$ cat src/rtl/iter_shift_ctrl.sv
// iter_shift_ctrl: multi-cycle shift/rotate unit.
// A request is latched when idle, and then the shift is applied 2 bits per cycle.
// One extra 1-bit step covers odd amounts. The result is then held in DONE until
// the consumer takes it.
//
// Ports:
//   clk, rst        clock; synchronous active-high reset
//   in_valid/ready  request handshake (ready == idle)
//   operand/amt     value to shift and shift amount
//   oper            00 rotl, 01 sll, 10 sra, 11 srl
//   out_valid/ready result handshake (valid only in DONE)
//   result          registered shifted value
//   busy            high whenever not idle
module iter_shift_ctrl #(
    parameter int WIDTH = 16,
    parameter int AMT_W = 4
) (
    input  logic             clk,
    input  logic             rst,
    input  logic             in_valid,
    output logic             in_ready,
    input  logic [WIDTH-1:0] operand,
    input  logic [AMT_W-1:0] amt,
    input  logic [1:0]       oper,
    output logic             out_valid,
    input  logic             out_ready,
    output logic [WIDTH-1:0] result,
    output logic             busy
);

    typedef enum logic [1:0] {
        IDLE  = 2'd0,
        STEP2 = 2'd1,
        STEP1 = 2'd2,
        DONE  = 2'd3
    } state_t;

    state_t           state, state_nxt;
    logic [AMT_W-1:0] rem;
    logic [AMT_W-1:0] rem_m2;
    logic [1:0]       op_q;

    // Apply one step of the latched operation: two bits when two=1, otherwise one bit.
    function automatic logic [WIDTH-1:0] step(input logic [WIDTH-1:0] r,
                                              input logic [1:0]       op,
                                              input logic             two);
        logic [WIDTH-1:0] s;
        s = r;
        if (two) begin
            case (op)
                2'b00:   s = {r[WIDTH-3:0], r[WIDTH-1:WIDTH-2]};
                2'b01:   s = {r[WIDTH-3:0], 2'b00};
                2'b10:   s = {{2{r[WIDTH-1]}}, r[WIDTH-1:2]};
                default: s = {2'b00, r[WIDTH-1:2]};
            endcase
        end else begin
            case (op)
                2'b00:   s = {r[WIDTH-2:0], r[WIDTH-1]};
                2'b01:   s = {r[WIDTH-2:0], 1'b0};
                2'b10:   s = {r[WIDTH-1], r[WIDTH-1:1]};
                default: s = {1'b0, r[WIDTH-1:1]};
            endcase
        end
        return s;
    endfunction

    assign rem_m2    = rem - AMT_W'(2);
    assign in_ready  = (state == IDLE);
    assign busy      = ~in_ready;
    assign out_valid = (state == DONE);

    always_ff @(posedge clk) begin
        if (rst) state <= IDLE;
        else     state <= state_nxt;
    end

    always_comb begin
        state_nxt = state;
        case (state)
            IDLE: begin
                if (in_valid) begin
                    if (amt >= AMT_W'(2))      state_nxt = STEP2;
                    else if (amt == AMT_W'(1)) state_nxt = STEP1;
                    else                       state_nxt = DONE;
                end
            end
            STEP2: begin
                if (rem_m2 >= AMT_W'(2))      state_nxt = STEP2;
                else if (rem_m2 == AMT_W'(1)) state_nxt = STEP1;
                else                          state_nxt = DONE;
            end
            STEP1:   state_nxt = DONE;
            DONE:    if (out_ready) state_nxt = IDLE;
            default: state_nxt = IDLE;
        endcase
    end

    // Datapath: result, remaining count and latched opcode.
    always_ff @(posedge clk) begin
        if (rst) begin
            result <= '0;
            rem    <= '0;
            op_q   <= 2'b00;
        end else begin
            case (state)
                IDLE: begin
                    if (in_valid) begin
                        result <= operand;
                        rem    <= amt;
                        op_q   <= oper;
                    end
                end
                STEP2: begin
                    result <= step(result, op_q, 1'b1);
                    rem    <= rem_m2;
                end
                STEP1: begin
                    result <= step(result, op_q, 1'b0);
                    rem    <= '0;
                end
                default: ;
            endcase
        end
    end

endmodule

$ cat config.mk
export PLATFORM = sky130hd
export DESIGN_NAME = iter_shift_ctrl
export DESIGN_NICKNAME = d
export VERILOG_FILES = /design/src/rtl/iter_shift_ctrl.sv
export SDC_FILE = /design/constraint.sdc
export NUM_CORES = 1
export LEC_CHECK = 0
export CORE_ASPECT_RATIO = 0.9
export CORE_MARGIN = 4
export CORE_UTILIZATION = 56
export DETAILED_ROUTE_END_ITERATION = 10
export DONT_BUFFER_PORTS = 1
export PLACE_DENSITY = 0.7
export SLEW_MARGIN = 20
export SYNTH_ARGS = -nofsm -noshare
export SYNTH_HDL_FRONTEND = slang
export SYNTH_SLANG_ARGS = --single-unit
export TNS_END_PERCENT = 20
$ cat constraint.sdc
create_clock -name clk -period 1.9 [get_ports clk]
set_clock_uncertainty 0.15 [all_clocks]
set_input_delay 0.19 -clock clk [delete_from_list [all_inputs] [get_ports clk]]
set_output_delay 0.19 -clock clk [all_outputs]
set_load 0.005 [all_outputs]
== After elaboration in Yosys (flattened, before gate mapping) ==
Cells that the tools add are included.
Cells by class
  bitwise gates (word level): 1
  add/subtract/negate cells: 1
  reductions and logical operators: 7
  mux-type cells: 13
  equality and inequality tests: 11
  order comparisons: 2
Operators by type and width (count)
  $pmux W16 S3: 3
  $mux W16: 1
  $pmux W4 S3: 1
  $eq A4 B1 Y1 const B: 2
  $ge A4 B2 Y1 const B: 2
  $mux W2: 4
  $pmux W2 S4: 1
  $eq A2 B2 Y1 const B: 3
  $ne A2 B2 Y1 const B: 3
  $reduce_and A2 Y1: 3
  $eq A2 B1 Y1 const B: 2
  $logic_not A2 Y1: 2
  $mux W4: 1
  $reduce_and A4 Y1: 1
  $sub A4 B2 Y4 const B: 1
  $reduce_bool A3 Y1: 1
  $mux W1: 2
  $ne A2 B1 Y1 const B: 1
  $not A1 Y1: 1
Word-level totals
  bits in registers: 24
  output and inout port bits: 19
  bits of input ports: 26

== Logic depth before layout (Yosys ltp) ==
Gate-level depths: netlist of the first run.
  depth in word-level cells: 5
  mapped depth: 9
  depth with buffers taken out: 6

== Worst setup path after synthesis of the first run ==
Ideal clock, no wire load.
  path kind: flip-flop to flip-flop
  from: reg state[0]
  to: reg result[10]
  path slack: -0.114 ns
  arrival: 1.732 ns
  required time: 1.618 ns
  period minus slack after synthesis: 2.014 ns
  cell stages (with the launch flop): 10
  library setup time: 0.132 ns
  cell sequence: dfxtp_1 > inv_1 > ha_1 > buf_6 > nor2b_4 > or2_1 > buf_6 > buf_6 > a2111oi_2 > nor3_1
On the way
  cells in the longest elaborated chain, start to end: 3
  elaborated cells between the ends (all ways): 7
  classes of those cells: eq/ne: 3; mux: 1; reduce/logical: 3
Ends and longest elaborated chain
  from (decl): RTL line 38  | state_t state, state_nxt;
  from (signal assigned): RTL line 74  | else state <= state_nxt;
  $logic_not A2 Y1 *
  net in_ready: RTL line 21  | output logic in_ready,
  $ne A2 B2 Y1 (no source line) or $reduce_bool A3 Y1 (tied branches)
  $reduce_and A2 Y1 (no source line)
  to (signal assigned): RTL line 108  | result <= operand;
  to (signal assigned): RTL line 114  | result <= step(result, op_q, 1'b1);
  to (signal assigned): RTL line 118  | result <= step(result, op_q, 1'b0);
  to (decl): RTL line 27  | output logic [WIDTH-1:0] result,
Mark *: on every way through the listed nets, which the timed path passes. The rest lies on a longest branch.
A chain may end at the register's enable or synchronous reset.

== Final worst setup path of the first run ==
  from: reg state[1]
  to: reg result[3]
On the way
  cells in the longest elaborated chain, start to end: 3
  elaborated cells between the ends (all ways): 7
  classes of those cells: eq/ne: 3; mux: 1; reduce/logical: 3
Ends and longest elaborated chain
  $eq A2 B2 Y1, or another cell as far along: RTL line 105  | case (state)
  $reduce_bool A3 Y1 (no source line) or $ne A2 B2 Y1 (tied branches)
  $reduce_and A2 Y1 (no source line)
Several ways; a longest one is shown, not always the timed one.

==> flow_summary_export.csv, run 1 <==
group,metric,value,unit
run_status,outcome,"finished clean",
floorplan,dieWidth,63.3,um
synth,ys_types,31,
synth,yosysMostFrequentCell,"a21oi_1",
timing,fmax,0.545,GHz
synth,synthTopCellsByArea,"dfxtp_1, a21oi_1, nand2b_1",
timing,rsz0062_at_grt,"true",
setup_path,end_kind,"register",
detailed_routing,vias_per_cell,6.22,
global_route,grt_max_degree,27,
global_route,met1_usage,32.7,%
clock_network,cts_setup_buffers,0,
place,portBuffers,0,
clock_network,clk_latency,0.33,ns
global_route,grt_util_met2,42.3,%
synth,ys_ff_latch,24,
finish,drive_gt1_share,13.7,%
hold_path,hold_start,"operand[4]",
synth,async_flop_share,0,%
timing,finalCritPeriodShare,96.6,%
setup_path,critPathLaunchType,"register",
floorplan,rows,17,
place,placed_cell_area,1660,um2
global_route,busiest_layer,"met2",
timing,hold_violations,0,
synth,syn_avg_cell_area,7.40,um2
synth,synth-seq-area-share,31.2,%
finish,antenna_cells,0,
finish,syn_to_final_growth,26.7,%
global_route,antenna_found_initial,0,
place,routabilityCongestion,0.830,
place,dpl_worst_slack,-0.0746,ns
timing,drv_slew,0,
clock_network,ctsLongestPathBuffers,2,
hold_path,worstHoldPathType,"primary input to register",
setup_path,worstPathRequired,1.92,ns
setup_path,worstPathCellList,"inv_2 > ha_4 > nor2b_4 > or2_4 > a2111oi_0 > nor3_1",
synth,synth.top_cell.area_share,31.2,%
global_route,grt_pass1_vias,1663,
synth,ys_top_cells_by_count,"a21oi_1, dfxtp_1, nand2_1, nor2_1, nor3_1",
clock_network,htree_levels,1,
floorplan,core,2530,um2
setup_path,crit_start,"state[1]",
timing,maxSlewHeadroom,35.1,%
synth,yosysWarnings,0,
run,maxCapViolCount,0,
setup_path,arrival,1.85,ns
timing,setup_viol,0,
synth,synth-main-ff-cell,"dfxtp_1",
detailed_routing,remaining_drc_errors,0,
detailed_routing,drt_iter0_markers,107,
setup_path,cp_slowest_cell,"a2111oi_0",
timing,fin_ws,0.0649,ns
clock_network,numClockSinks,24,
finish,fin_area,1950,um2
finish,nNetsFinal,266,
detailed_routing,wl_per_cell,16.6,um
global_route,met3_usage,7.17,%
power,p_leak,0.690,nW
floorplan,die_area,3650,um2
timing,period_minus_slack,1.84,ns
clock_network,clk_pin_slew,0.12,ns
floorplan,fp.dieH,57.7,um
detailed_routing,wirelength,4360,um
synth,synth_edf_count,0,
clock_network,cts_root_buf,"clkbuf_4",
setup_path,max_stage_delay,0.43,ns
clock_network,numCtsBuffers,3,
clock_network,cts_tree,"yes",
detailed_routing,drt_first_pass_iters,4,
detailed_routing,drtAntennaViolNets,0,
synth,synth_largest_area_cell,"dfxtp_1",
timing,whs,0.00568,ns
global_route,grt_use_total,25.1,%
timing,finalSetupTns,0,ns
synth,synth_area,1540,um2
setup_path,worstReg2RegStart,"state[1]",
detailed_routing,vias,1630,
place,dp_hpwl,2990,um
synth,syn_nets,239,
power,total_power,2.88,mW
timing,tightest_slew,0.970,ns
setup_path,crit_path_max_fanout,12,
setup_path,crit_type,"register to register",
global_route,grt_pass1_wl,7560,um
power,ir_drop,1010,uV
power,power.density,1480,nW/um2
place,dpl.cell_count,236,
global_route,grt_overflow,0,
synth,netlist_instances,208,
floorplan,boundaryPins,45,
finish,final_cells,262,
floorplan,start_util,60.8,%
finish,utilization,77.0,%
==> cell type report <==
| cell class | count | area (um2) |
|---|---|---|
| Timing Repair Buffer | 38 | 357 |
| Clock buffer | 3 | 22.5 |
| Multi-Input combinational cell | 160 | 992 |
| Clock inverter | 1 | 30.0 |
| Sequential cell | 24 | 483 |
| Inverter | 8 | 30.0 |
| Tap cell | 28 | 35.0 |
| Fill cell | 196 | 582 |
==> routing by layer <==
| metal | vias up | share of wire, % |
|---|---|---|
| met5 | - | 0 |
| li1 | 809 | - |
| met3 | 7 | 8.6 |
| met4 | 0 | 0.99 |
| met2 | 77 | 48 |
| met1 | 737 | 42 |
==> flip-flops by register name, indices dropped and copies added (netlist names) <==
register / count
rem: 4
result: 16
state: 2
op_q: 2
==> path summary, 6_finish.rpt <==
path / endpoint / slack [ns] / cells past startpoint
worst max-delay path: result[3] / 0.06 / 6
worst min-delay path: result[4] / 0.006 / 2
worst max register to register: result[3] / 0.06 / 6
worst min register to register: rem[2] / 0.35 / 2
==> critical path, delay by kind of cell, from the launching register on <==
family	cells	cell delay, ns
buffers and inverters	1	0.06
DFF	1	0.38
adders and majority gates	1	0.15
and+or+nand+nor	3	0.50
AOI/OAI and AO/OA	1	0.43
==> power breakdown <==
group	internal (mW)	switching, mW
combinational	0.719	0.859
sequential	0.697	0.228
clock	0.213	0.160
total	1.63	1.25
==> placed cells by master (no fill, tap or decap), drive strengths merged <==
cell type    synthesis  final
a2111oi             13     13
a211oi               4      4
a21o                 2      2
a21oi               36     36
a221oi               1      1
a22oi                1      1
a311oi               4      4
a41oi                1      1
buf                  4     16
bufinv               0      1
clkbuf              12      3
dfxtp               24     24
dlygate4sd3          0     22
ha                   5      5
inv                  8      8
nand2               23     23
nand2b              15     15
nand3                3      3
nand3b               1      1
nand4                2      2
nor2                22     22
nor2b                2      2
nor3                16     16
nor3b                1      1
o211a                1      1
o21ai                2      2
o31ai                2      2
or2                  1      1
or3b                 1      1
xnor2                1      1
==> repair_timing <==
action / 4_1_cts / 5_1_grt
hold endpoints to repair: 24 / 0
resized for setup: 1 / 4
hold buffers: 22 / 0
endpoints found under the setup margin: 6 / 8
==> logic make-up (layout without fill, tap and decap cells) <==
family	after synthesis	after routing	share of synthesized area (%)
AOI/OAI and AO/OA	67	67	29.4
xor gates and xnor gates	1	1	0.569
adders and majority gates	5	5	4.07
DFF	24	24	31.2
and+or+nand+nor	87	87	27.3
buffers and inverters	24	50	7.40
(Power assumes the default switching activity.)
==> inputs of run 2 (changes only) <==
--- a/config.mk
+++ b/config.mk
@@ -11,6 +11,7 @@
 export DETAILED_ROUTE_END_ITERATION = 10
 export DONT_BUFFER_PORTS = 1
 export PLACE_DENSITY = 0.7
+export RECOVER_POWER = 100
 export SLEW_MARGIN = 20
 export SYNTH_ARGS = -nofsm -noshare
 export SYNTH_HDL_FRONTEND = slang
==> flow_summary_export.csv, run 2 (synthesized netlist as in run 1, its figures left out) <==
group,metric,value,unit
run_status,outcome,"finished clean",
global_route,grt_max_degree,27,
finish,regMostFlops,"result",
timing,fmax,0.544,GHz
clock_network,clk_latency,0.33,ns
global_route,grt_pass1_vias,1663,
floorplan,boundaryPins,45,
clock_network,cts_root_buf,"clkbuf_4",
power,ir_drop,925,uV
clock_network,htree_levels,1,
floorplan,rows,17,
detailed_routing,remaining_drc_errors,0,
detailed_routing,wl_per_cell,16.6,um
power,power.switching,1.24,mW
timing,drv_slew,0,
detailed_routing,met3WireLength,436,um
detailed_routing,highest_layer,"met4",
clock_network,numCtsBuffers,3,
timing,finalCritPeriodShare,96.7,%
place,portBuffers,0,
finish,antenna_cells,0,
finish,largest_reg_flops,16,
setup_path,worstPathCellList,"inv_2 > ha_4 > nor2b_4 > or2_4 > a2111oi_0 > nor3_1",
power,p_leak,0.680,nW
setup_path,end_kind,"register",
power,p_sw_share,43.6,%
timing,maxSlewHeadroom,36.0,%
timing,hold_violations,0,
floorplan,fp.dieH,57.7,um
setup_path,worstReg2RegStart,"state[1]",
place,placed_cell_area,1660,um2
finish,utilization,76.4,%
detailed_routing,drtAntennaViolNets,0,
place,dp_hpwl,2990,um
finish,drive_gt1_share,13.2,%
clock_network,clk_pin_slew,0.12,ns
setup_path,worstPathRequired,1.92,ns
setup_path,arrival,1.86,ns
detailed_routing,wl_met1,1810,um
clock_network,cts_setup_buffers,0,
clock_network,numClockSinks,24,
detailed_routing,wirelength,4350,um
timing,period_minus_slack,1.84,ns
setup_path,r2r-end,"result[3]",
place,routabilityCongestion,0.830,
setup_path,crit_path_max_fanout,12,
global_route,grt_pass1_wl,7560,um
clock_network,ctsLongestPathBuffers,2,
hold_path,holdPathEnd,"result[4]",
setup_path,cp_slowest_cell,"a2111oi_0",
clock_network,cts_tree,"yes",
power,pwr-share-comb,54.2,%
hold_path,hold_start,"operand[4]",
hold_path,holdPathStages,2,
detailed_routing,drt_first_pass_iters,4,
setup_path,crit_type,"register to register",
finish,fin_area,1930,um2
run,maxCapViolCount,0,
finish,layout_common_cells,"a21oi_1, nand2_1, nor2_1, dlygate4sd3_1, dfxtp_1",
detailed_routing,dr_wl_met2,2070,um
finish,final_common_cell,"a21oi_1",
setup_path,max_stage_delay,0.44,ns
setup_path,critPathLaunchType,"register",
finish,syn_to_final_growth,25.6,%
power,seq_power_share,32.6,%
finish,top_regs,"result: 16 flops, rem: 4 flops",
finish,nNetsFinal,266,
setup_path,r2r_slack,0.06,ns
global_route,antenna_found_initial,0,
floorplan,core,2530,um2
setup_path,r2r.worst_path.cells,6,
detailed_routing,vias,1632,
timing,setup_viol,0,
power,internal-power,1.60,mW
detailed_routing,vias_per_cell,6.23,
floorplan,start_util,60.8,%
floorplan,dieWidth,63.3,um
power,p_clk_share,13.2,%
global_route,grt_use_total,25.1,%
timing,tightest_slew,0.956,ns
floorplan,die_area,3650,um2
hold_path,worstHoldPathType,"primary input to register",
global_route,grt_overflow,0,
detailed_routing,drt_iter0_markers,117,
power,power.density,1470,nW/um2
timing,rsz0062_at_grt,"true",
run 2: changes by cell type in the layout (fill, tap and decap cells not counted), sizes merged:
| cell | previous run | this run |
|---|---|---|
| clkbuf | 3 | 6 |
| buf | 16 | 13 |
run 2: worst max-delay path by stage:
stage / startpoint / endpoint / slack (ns) / cells after the start
6_report: state[1] / result[3] / 0.06 / 6
5_1_grt: state[1] / result[6] / -0.04 / 6
4_1_cts: state[1] / result[11] / 0.03 / 7
3_5_place_dp: state[1] / result[11] / -0.07 / 7
3_3_place_gp: state[1] / result[9] / 0.008 / 7
2_1_floorplan: state[1] / result[10] / 0.01 / 9
run 2: what timing repair did:
item	CTS	global route
pin swaps	0	0
setup endpoints to repair	6	8
resized for setup	1	4
hold endpoints to repair	24	0
hold buffers	22	0
run 2: routing by layer:
layer	track usage (%)	vias up
li1	-	808
met1	32.7	733
met2	42.3	86
met3	7.17	5
met4	4.31	0
met5	0	-
run 2: through the flow:
| stage | std cells | power (mW) | setup WS (ns) | hold slack (ns) | setup TNS [ns] |
|---|---|---|---|---|---|
| final | 262 | 2.84 | 0.0634 | 0.00505 | 0 |
| after global routing | 262 | 3.07 | -0.0417 | 0.00952 | -0.110 |
| after CTS | 262 | 2.83 | 0.0277 | 0.00627 | 0 |
| after detailed placement | 236 | 2.39 | -0.0746 | 0.116 | -0.182 |
| after global placement | 236 | 2.34 | 0.00815 | 0.113 | 0 |
| after floorplan | 208 | 1.99 | 0.0148 | 0.187 | 0 |
run 2: power groups by stage:
stage	Clock (mW)	Sequential, mW	Combinational, mW
5_1_grt	0.407	0.953	1.71
2_1_floorplan	0	0.869	1.12
4_1_cts	0.380	0.922	1.53
6_report	0.375	0.925	1.54
3_3_place_gp	0	0.925	1.42
3_5_place_dp	0	0.935	1.46
run 2: cell type report:
class / count / area (um2)
Clock buffer: 3 / 22.5
Timing Repair Buffer: 38 / 340
Clock inverter: 1 / 30.0
Inverter: 8 / 30.0
Fill cell: 198 / 598
Multi-Input combinational cell: 160 / 992
Sequential cell: 24 / 483
Tap cell: 28 / 35.0
run 2: critical path: cells and delay by family, from the launching register on:
family	cells	cell delay, ns
AOI/OAI and AO/OA	1	0.44
adders and majority gates	1	0.15
buffers and inverters	1	0.06
DFF	1	0.38
and+or+nand+nor	3	0.50
==> inputs of run 3 (changes only) <==
--- a/config.mk
+++ b/config.mk
@@ -7,12 +7,11 @@
 export LEC_CHECK = 0
 export CORE_ASPECT_RATIO = 0.9
 export CORE_MARGIN = 4
-export CORE_UTILIZATION = 56
+export CORE_UTILIZATION = 62
 export DETAILED_ROUTE_END_ITERATION = 10
 export DONT_BUFFER_PORTS = 1
-export PLACE_DENSITY = 0.7
+export PLACE_DENSITY = 0.74
 export RECOVER_POWER = 100
-export SLEW_MARGIN = 20
 export SYNTH_ARGS = -nofsm -noshare
 export SYNTH_HDL_FRONTEND = slang
 export SYNTH_SLANG_ARGS = --single-unit
==> constraint.sdc (replaced) <==
create_clock -name clk -period 1.75 [get_ports clk]
set_clock_uncertainty 0.15 [all_clocks]
set_input_delay 0.175 -clock clk [delete_from_list [all_inputs] [get_ports clk]]
set_output_delay 0.175 -clock clk [all_outputs]
set_load 0.005 [all_outputs]
==> flow_summary_export.csv, run 3 (synthesized netlist as in run 1, its figures left out) <==
group,metric,value,unit
global_route,grt_pass1_vias,1566,
timing,setup_viol,15,
power,p_sw_share,45.6,%
finish,nNetsFinal,258,
clock_network,htree_levels,1,
floorplan,dieWidth,60.5,um
floorplan,rows,16,
detailed_routing,vias,1837,
global_route,grt_max_degree,27,
place,routabilityCongestion,0.858,
finish,regMostFlops,"result",
detailed_routing,vias_per_cell,7.26,
floorplan,boundaryPins,45,
finish,fill_cells,99,
clock_network,clk_pin_slew,0.13,ns
setup_path,arrival,1.96,ns
finish,top_regs,"result: 16 flops, rem: 4 flops",
detailed_routing,remaining_drc_errors,0,
floorplan,start_util,68.0,%
detailed_routing,drt_iter0_markers,175,
setup_path,r2r-end,"result[3]",
clock_network,cts_root_buf,"clkbuf_4",
finish,largest_reg_flops,16,
timing,tightest_slew,0.367,ns
detailed_routing,drt_first_pass_iters,7,
global_route,grt_overflow,0,
clock_network,cts_tree,"yes",
timing,whs,-0.255,ns
place,dpl.cell_count,240,
power,internal-power,2.10,mW
setup_path,crit_type,"register to register",
timing,maxSlewHeadroom,75.5,%
clock_network,clk_latency,0.32,ns
clock_network,numClockSinks,24,
place,portBuffers,0,
timing,hold_violations,24,
timing,finalCritPeriodShare,108,%
setup_path,crit_path_max_fanout,8,
power,ir_drop,1520,uV
global_route,grt_use_total,28.2,%
clock_network,numCtsBuffers,3,
run,maxCapViolCount,0,
timing,fmax,0.529,GHz
floorplan,fp.dieH,55.3,um
global_route,antenna_found_initial,0,
place,dp_hpwl,3160,um
run_status,violations,"negative hold slack, negative setup slack",
detailed_routing,wirelength,5600,um
setup_path,crit_path_end,"result[3]",
finish,syn_to_final_growth,34.0,%
finish,final_common_cell,"a21oi_1",
run_status,outcome,"finished with violations",
floorplan,die_area,3340,um2
power,p_clk_share,7.7,%
finish,utilization,91.2,%
power,p_leak,0.717,nW
finish,final_cells,253,
setup_path,worstPathRequired,1.82,ns
timing,rsz0062_at_grt,"true",
clock_network,ctsLongestPathBuffers,2,
finish,layout_common_cells,"a21oi_1, nor2_1, dfxtp_1, nand2_1, buf_4",
setup_path,critPathLaunchType,"register",
global_route,grt_pass1_wl,7360,um
timing,fin_ws,-0.141,ns
hold_path,worstHoldPathType,"primary input to register",
setup_path,worstReg2RegStart,"state[0]",
detailed_routing,drtAntennaViolNets,0,
timing,drv_slew,0,
setup_path,crit_start,"state[0]",
timing,period_minus_slack,1.89,ns
finish,antenna_cells,0,
power,power.density,1870,nW/um2
setup_path,r2r_slack,-0.14,ns
finish,drive_gt1_share,29.6,%
setup_path,end_kind,"register",
power,pwr-share-comb,65.9,%
floorplan,core,2260,um2
setup_path,r2r.worst_path.cells,7,
power,seq_power_share,26.4,%
timing,finalSetupTns,-0.620,ns
power,power.switching,1.76,mW
detailed_routing,wl_per_cell,22.1,um
[run 3: cell count changes in the layout (fill, tap and decap cells not counted), moves of 4 or more]
cell | before | now
a2111oi_0 | 8 | 0
a2111oi_4 | 2 | 9
buf_4 | 12 | 20
buf_6 | 1 | 5
dlygate4sd3_1 | 22 | 0
[run 3: area by class of cell]
| class | count | area (um2) | share of cell area (%) |
|---|---|---|---|
| multi-input cells | 160 | 1190 | 57.8 |
| inverters | 8 | 33.8 | 1.64 |
| repair buffers | 29 | 278 | 13.5 |
| well taps | 27 | 33.8 | 1.64 |
| flip-flops and latches | 24 | 483 | 23.4 |
| repair inverters | 1 | 5.00 | 0.243 |
| clock buffers | 4 | 36.3 | 1.76 |
[run 3: routing by layer]
metal	routed length, um	part of all wire, %	GRT usage (%)	vias up
met3	682	12	9.79	26
met1	2040	37	36.9	867
met5	0	0	0	-
met4	150	2.7	12.4	0
met2	2720	49	41.2	154
li1	-	-	-	790
[run 3: worst min-delay path by stage]
| stage | from | slack [ns] | depth (start not counted) | to |
|---|---|---|---|---|
| 3_3_place_gp | rst | 0.1 | 1 | op_q[1] |
| 3_5_place_dp | rst | 0.1 | 1 | op_q[1] |
| 2_1_floorplan | oper[0] | 0.17 | 2 | op_q[0] |
| 5_1_grt | rst | -0.28 | 1 | rem[0] |
| 6_report | rst | -0.25 | 1 | op_q[1] |
| 4_1_cts | rst | -0.26 | 1 | op_q[1] |
[run 3: worst max-delay path, cell delays in order, from the launching register on]
cell and delay [ns]:
dfxtp_2 0.38, inv_2 0.06, ha_4 0.15, nor2b_4 0.12
or2_4 0.26, buf_12 0.16, a2111oi_2 0.41, nor3_1 0.09
[run 3: power groups by stage]
stage,Clock (mW),Sequential (mW),Combinational (mW)
2_1_floorplan,0,0.943,1.41
3_3_place_gp,0,0.990,1.77
3_5_place_dp,0,1.00,1.84
4_1_cts,0.307,0.987,2.07
5_1_grt,0.328,1.04,2.71
6_report,0.297,1.02,2.54
[run 3: metrics by stage]
| step | cell area (um2) | setup WS, ns | total power, mW | hold WS [ns] |
|---|---|---|---|---|
| detailed placement | 1780 | -0.0443 | 2.84 | 0.0995 |
| global route | 2060 | -0.308 | 4.07 | -0.275 |
| floorplan | 1670 | -0.0622 | 2.35 | 0.172 |
| global placement | 1780 | 0.0241 | 2.76 | 0.0971 |
| finish | 2060 | -0.141 | 3.86 | -0.255 |
| CTS | 1920 | -0.0197 | 3.36 | -0.258 |
[run 3: timing repair]
item / CTS / global route
hold endpoints to repair: 24 / 24
endpoints found under the setup margin: 9 / 21
pin swaps: 5 / 3
resized for setup: 6 / 22
buffers inserted: 4 / 3
cloned: 1 / 1
